`src/rtl/result_word_packer.sv`:
```
// Packs four 8-bit result pixels (first byte in [31:24]) into a 32-bit word and writes it to result memory.
// Words go out over a mem_wr/mem_ack handshake at auto-incrementing addresses; flush emits a zero-padded partial word.
module result_word_packer #(
  parameter int ADDR_W = 16
) (
  input  logic              clk,
  input  logic              rst,
  input  logic              start,
  input  logic [ADDR_W-1:0] base_addr,
  input  logic              in_valid,
  input  logic [7:0]        in_data,
  output logic              in_ready,
  input  logic              flush,
  output logic              mem_wr,
  output logic [ADDR_W-1:0] mem_addr,
  output logic [31:0]       mem_data,
  input  logic              mem_ack,
  output logic              busy,
  output logic              done,
  output logic [ADDR_W-1:0] word_count
);

  typedef enum logic [1:0] {IDLE, RUN, FLUSH, DONE} state_t;

  state_t            state_q, state_d;
  logic [1:0]        cnt_q, cnt_d;
  logic [31:0]       pack_q, pack_d;
  logic [31:0]       hold_q, hold_d;
  logic              out_valid_q, out_valid_d;
  logic [ADDR_W-1:0] addr_q, addr_d;
  logic [ADDR_W-1:0] wcnt_q, wcnt_d;
  logic              accept;
  logic              wr_ack;

  always_ff @(posedge clk or posedge rst) begin
    if (rst) begin
      state_q <= IDLE;
    end else begin
      state_q <= state_d;
    end
  end

  always_comb begin
    state_d = state_q;
    case (state_q)
      IDLE:    if (start) state_d = RUN;
      RUN:     if (flush) state_d = FLUSH;
      FLUSH:   if (cnt_q == 2'd0 && !out_valid_q) state_d = DONE;
      DONE:    state_d = IDLE;
      default: state_d = IDLE;
    endcase
  end

  // in_ready depends only on registered state, so a 4th byte waits one cycle after an ack frees the holder.
  always_comb begin
    in_ready = (state_q == RUN) && !(cnt_q == 2'd3 && out_valid_q);
    busy     = (state_q != IDLE);
    done     = (state_q == DONE);
  end

  assign accept     = in_valid && in_ready;
  assign wr_ack     = out_valid_q && mem_ack;
  assign mem_wr     = out_valid_q;
  assign mem_addr   = addr_q;
  assign mem_data   = hold_q;
  assign word_count = wcnt_q;

  always_comb begin
    cnt_d       = cnt_q;
    pack_d      = pack_q;
    hold_d      = hold_q;
    out_valid_d = out_valid_q;
    addr_d      = addr_q;
    wcnt_d      = wcnt_q;

    if (wr_ack) begin
      out_valid_d = 1'b0;
      addr_d      = addr_q + ADDR_W'(1);
      wcnt_d      = wcnt_q + ADDR_W'(1);
    end

    case (state_q)
      IDLE: begin
        if (start) begin
          addr_d = base_addr;
          wcnt_d = '0;
          cnt_d  = 2'd0;
          pack_d = '0;
        end
      end
      RUN: begin
        if (accept) begin
          if (cnt_q == 2'd3) begin
            hold_d      = {pack_q[31:8], in_data};
            out_valid_d = 1'b1;
            cnt_d       = 2'd0;
            pack_d      = '0;
          end else begin
            case (cnt_q)
              2'd0:    pack_d[31:24] = in_data;
              2'd1:    pack_d[23:16] = in_data;
              default: pack_d[15:8]  = in_data;
            endcase
            cnt_d = cnt_q + 2'd1;
          end
        end
      end
      FLUSH: begin
        // Unfilled low bytes of pack_q are already zero from the last clear.
        if (cnt_q != 2'd0 && !out_valid_q) begin
          hold_d      = pack_q;
          out_valid_d = 1'b1;
          cnt_d       = 2'd0;
          pack_d      = '0;
        end
      end
      default: ;
    endcase
  end

  always_ff @(posedge clk or posedge rst) begin
    if (rst) begin
      cnt_q       <= 2'd0;
      pack_q      <= '0;
      hold_q      <= '0;
      out_valid_q <= 1'b0;
      addr_q      <= '0;
      wcnt_q      <= '0;
    end else begin
      cnt_q       <= cnt_d;
      pack_q      <= pack_d;
      hold_q      <= hold_d;
      out_valid_q <= out_valid_d;
      addr_q      <= addr_d;
      wcnt_q      <= wcnt_d;
    end
  end

endmodule
```
`config.mk`:
```
export PLATFORM = sky130hd
export DESIGN_NAME = result_word_packer
export DESIGN_NICKNAME = d
export VERILOG_FILES = /design/src/rtl/result_word_packer.sv
export SDC_FILE = /design/constraint.sdc
export NUM_CORES = 1
export LEC_CHECK = 0
export ABC_AREA = 1
export BUFFER_PORTS_ARGS = -buffer_cell sky130_fd_sc_hd__buf_2
export CORE_AREA = 2 2 92 130
export CTS_BUF_LIST = sky130_fd_sc_hd__clkbuf_8
export CTS_CLUSTER_DIAMETER = 30
export DETAILED_ROUTE_END_ITERATION = 16
export DIE_AREA = 0 0 94 132
export GPL_ROUTABILITY_DRIVEN = 0
export PLACE_DENSITY = 0.73
export SLEW_MARGIN = 20
export SYNTH_ARGS = -nofsm -noshare
export SYNTH_HDL_FRONTEND = slang
export SYNTH_SLANG_ARGS = --single-unit
```
`constraint.sdc`:
```
create_clock -name clk -period 2.5 [get_ports clk]
set_clock_uncertainty 0.2 [all_clocks]
set_input_delay 0.125 -clock clk [delete_from_list [all_inputs] [get_ports clk]]
set_output_delay 0.125 -clock clk [all_outputs]
set_load 0.02 [all_outputs]
```
==> results.toml <==
[yosys]
ys_types = 34
synthCells = 524
syn_area_per_cell_sq_um = 8.39
synth-seq-cells = 93
synth_warnings = 0
syn_area_sq_um = 4400
seq_area_frac_synth = 0.529
synth_nets = 564

[route]
routed_wl_mm = 10.9
drtIter0Drc = 197
dr.pass1.iters = 4
remaining_drc_errors = 0
vias = 3974
ant_nets = 0
viasPerCell = 4.97
post_drt_wl_per_cell_microns = 13.6

[grt]
grt_pass1_wl_mm = 18.4
grt_max_degree = 53
grt_pass1_vias = 3882
grt_remaining_overflow = 0
grtUsageTotal = 0.186
antenna_found_initial = 1

[die]
fp.dieH_microns = 132
start_util = 0.392
rows = 46
die_x_microns = 94
die-area_sq_um = 12400
io_pins = 98
core-area_sq_um = 11200

[sta]
relSlewSlack = 0.670
finalCriticalPeriod_ps = 2260
fin_crit_sh = 0.902
fmax_ghz = 0.443
whs_ps = 11.7
tns_ps = 0
timing_hold_violations_final = 0
timing_worst_slew_pin_value_ps = 492
setup-violations-final = 0
rsz0062_at_grt = "false"
final_max_slew_viol_count = 0

[cells_and_area]
final_util = 0.497
fillers = 1060
ff_latch_area_sq_um = 2330
final_area_sq_um = 5580
drive_gt1_frac = 0.215
num-nets-final = 690
antenna_cells = 0
multi_input_area_sq_um = 1760
syn_to_final_growth_pct = 26.8

[critical_path]
cpMostUsedCell = "nand2_1"
cp_slowest_cell = "dlygate4sd3_1"
path_class = "reg -> reg"
crit_chain = "inv_1, ha_1, inv_2, a21oi_1, nand3_1, nand2_1, nand2_1, o31ai_1, dlygate4sd3_1"
crit_start = "state_q[1]$_DFFE_PP0P_"
worstPathRequired_ps = 2600
r2r-start = "state_q[1]$_DFFE_PP0P_"
arrival_ps = 2360
max_stage_delay_ps = 590
critical_path.max_fanout = 12
end_kind = "register"
worstSetupStartpointType = "register"

[power_and_ir_drop]
total_leakage_power_uw = 0.00280
peakVddDrop_uv = 548
p_total_uw = 6300
p_per_area_nw_per_um2 = 1130

[clock_network]
cts.sinks = 93
numCtsBuffers = 9
post_cts_buffers = 0
cts_max_level = 3
cts_buffer_depth = 2
cts_tree = "done"
clkTransAtPathRegs_ps = 90
cts_resized = 0
insertion_delay_ps = 370
cts-root-buf = "clkbuf_8"

[flow_run]
maxCapViolCount = 0

[place]
hpwl_mm = 7.89
portBuffers = 97
placed_area_sq_um = 5070

[status]
outcome = "finished, final reports clean"

[min_path]
hold_class = "in -> reg"
holdCritStartpoint = "flush"
per-stage QoR:
step	worst slack (ps)	cells
floorplan	605	524
global placement	468	756
detailed placement	323	756
CTS	295	799
global route	63.6	799
finish	245	799
critical path, delay by kind of cell, from the launching register on:
| family | cells | cell delay [ps] |
|---|---|---|
| compound gates | 2 | 260 |
| fa+ha+maj | 1 | 240 |
| buf+inv | 3 | 860 |
| flops | 1 | 420 |
| simple gates | 3 | 220 |
state kept, by name, indices dropped and copies added, names as in the netlist:
| signal | count |
|---|---|
| cnt_q | 2 |
| mem_wr | 1 |
| mem_addr | 16 |
| word_count | 16 |
| state_q | 2 |
| mem_data | 32 |
| pack_q | 24 |
cells by family after synthesis:
| kind of cell | share of synthesized area |
|---|---|
| simple gates | 0.228 |
| fa+ha+maj | 0.0284 |
| compound gates | 0.124 |
| buf+inv | 0.0703 |
| xor+xnor | 0.0199 |
| flops | 0.529 |
worst paths after layout:
| check | slack, ps | end | depth (start not counted) |
|---|---|---|---|
| max reg2reg | 240 | mem_wr$_DFF_PP0_ | 9 |
| min | 10 | state_q[1]$_DFFE_PP0P_ | 5 |
| min in group asynchronous | 90 | mem_data[10]$_DFFE_PP0P_ | 3 |
| max | 240 | mem_wr$_DFF_PP0_ | 9 |
| max in group asynchronous | 1460 | state_q[0]$_DFFE_PP0P_ | 4 |
| min reg2reg | 280 | mem_data[14]$_DFFE_PP0P_ | 2 |
cells in the mapped netlist:
master / instances / area share
nand3_2: 1 / 0.0023
nand3b_1: 1 / 0.0017
o21ai_0: 39 / 0.044
nand4_1: 11 / 0.016
nand2_2: 1 / 0.0014
a21oi_4: 2 / 0.0074
dfrtp_1: 93 / 0.53
xnor2_1: 5 / 0.010
or2_0: 1 / 0.0014
clkbuf_1: 4 / 0.0034
inv_6: 1 / 0.0020
nor2_2: 4 / 0.0057
nand4_2: 1 / 0.0028
a31oi_1: 1 / 0.0014
nor2_4: 1 / 0.0026
nand2_4: 2 / 0.0051
inv_1: 55 / 0.047
nor3_4: 1 / 0.0037
nor3_1: 4 / 0.0046
o31ai_1: 1 / 0.0017
o21bai_1: 4 / 0.0068
nand3_4: 1 / 0.0040
nor2_1: 52 / 0.044
buf_4: 1 / 0.0017
buf_2: 9 / 0.010
nand3_1: 11 / 0.013
a21oi_1: 22 / 0.025
nand2_1: 139 / 0.12
xor2_1: 5 / 0.010
inv_2: 6 / 0.0051
or2_2: 1 / 0.0014
o21ai_1: 33 / 0.038
clkinv_1: 1 / 0.00085
ha_1: 10 / 0.028
layout make-up:
cell class,instances,share of cell area
clock inverter,6,0.0168
sequential,93,0.417
multi-input combinational,354,0.316
tap,144,0.0323
inverter,63,0.0440
timing repair buffer,129,0.149
clock buffer,10,0.0247
report_power, final:
group	internal [uW]	switching (uW)
logic	917	1990
registers	1920	328
clock network	597	550
placed cells by master (no fill, tap or decap), types with 6 or more instances in the layout:
cell type	netlist	layout
nand4_1	11	11
clkbuf_8	0	10
nand3_1	11	11
buf_2	9	97
o21ai_0	39	39
dfrtp_1	93	93
ha_1	10	10
inv_1	55	54
o21ai_1	33	33
inv_2	6	6
nand2_1	139	139
a21oi_1	22	22
dlygate4sd3_1	0	27
nor2_1	52	52
routing by layer:
layer  GRT usage  up-vias  part of all wire
li1            -     1925                 -
met1       0.218     1875              0.40
met2       0.323      148              0.51
met3      0.0452       24             0.059
met4      0.0692        2             0.024
met5           0        -            0.0012
timing repair:
action | CTS | global route
hold buffers | 27 | 0
endpoints found under the hold margin | 143 | 0
endpoints found under the setup margin | 0 | 0
(Power assumes the default switching activity.)
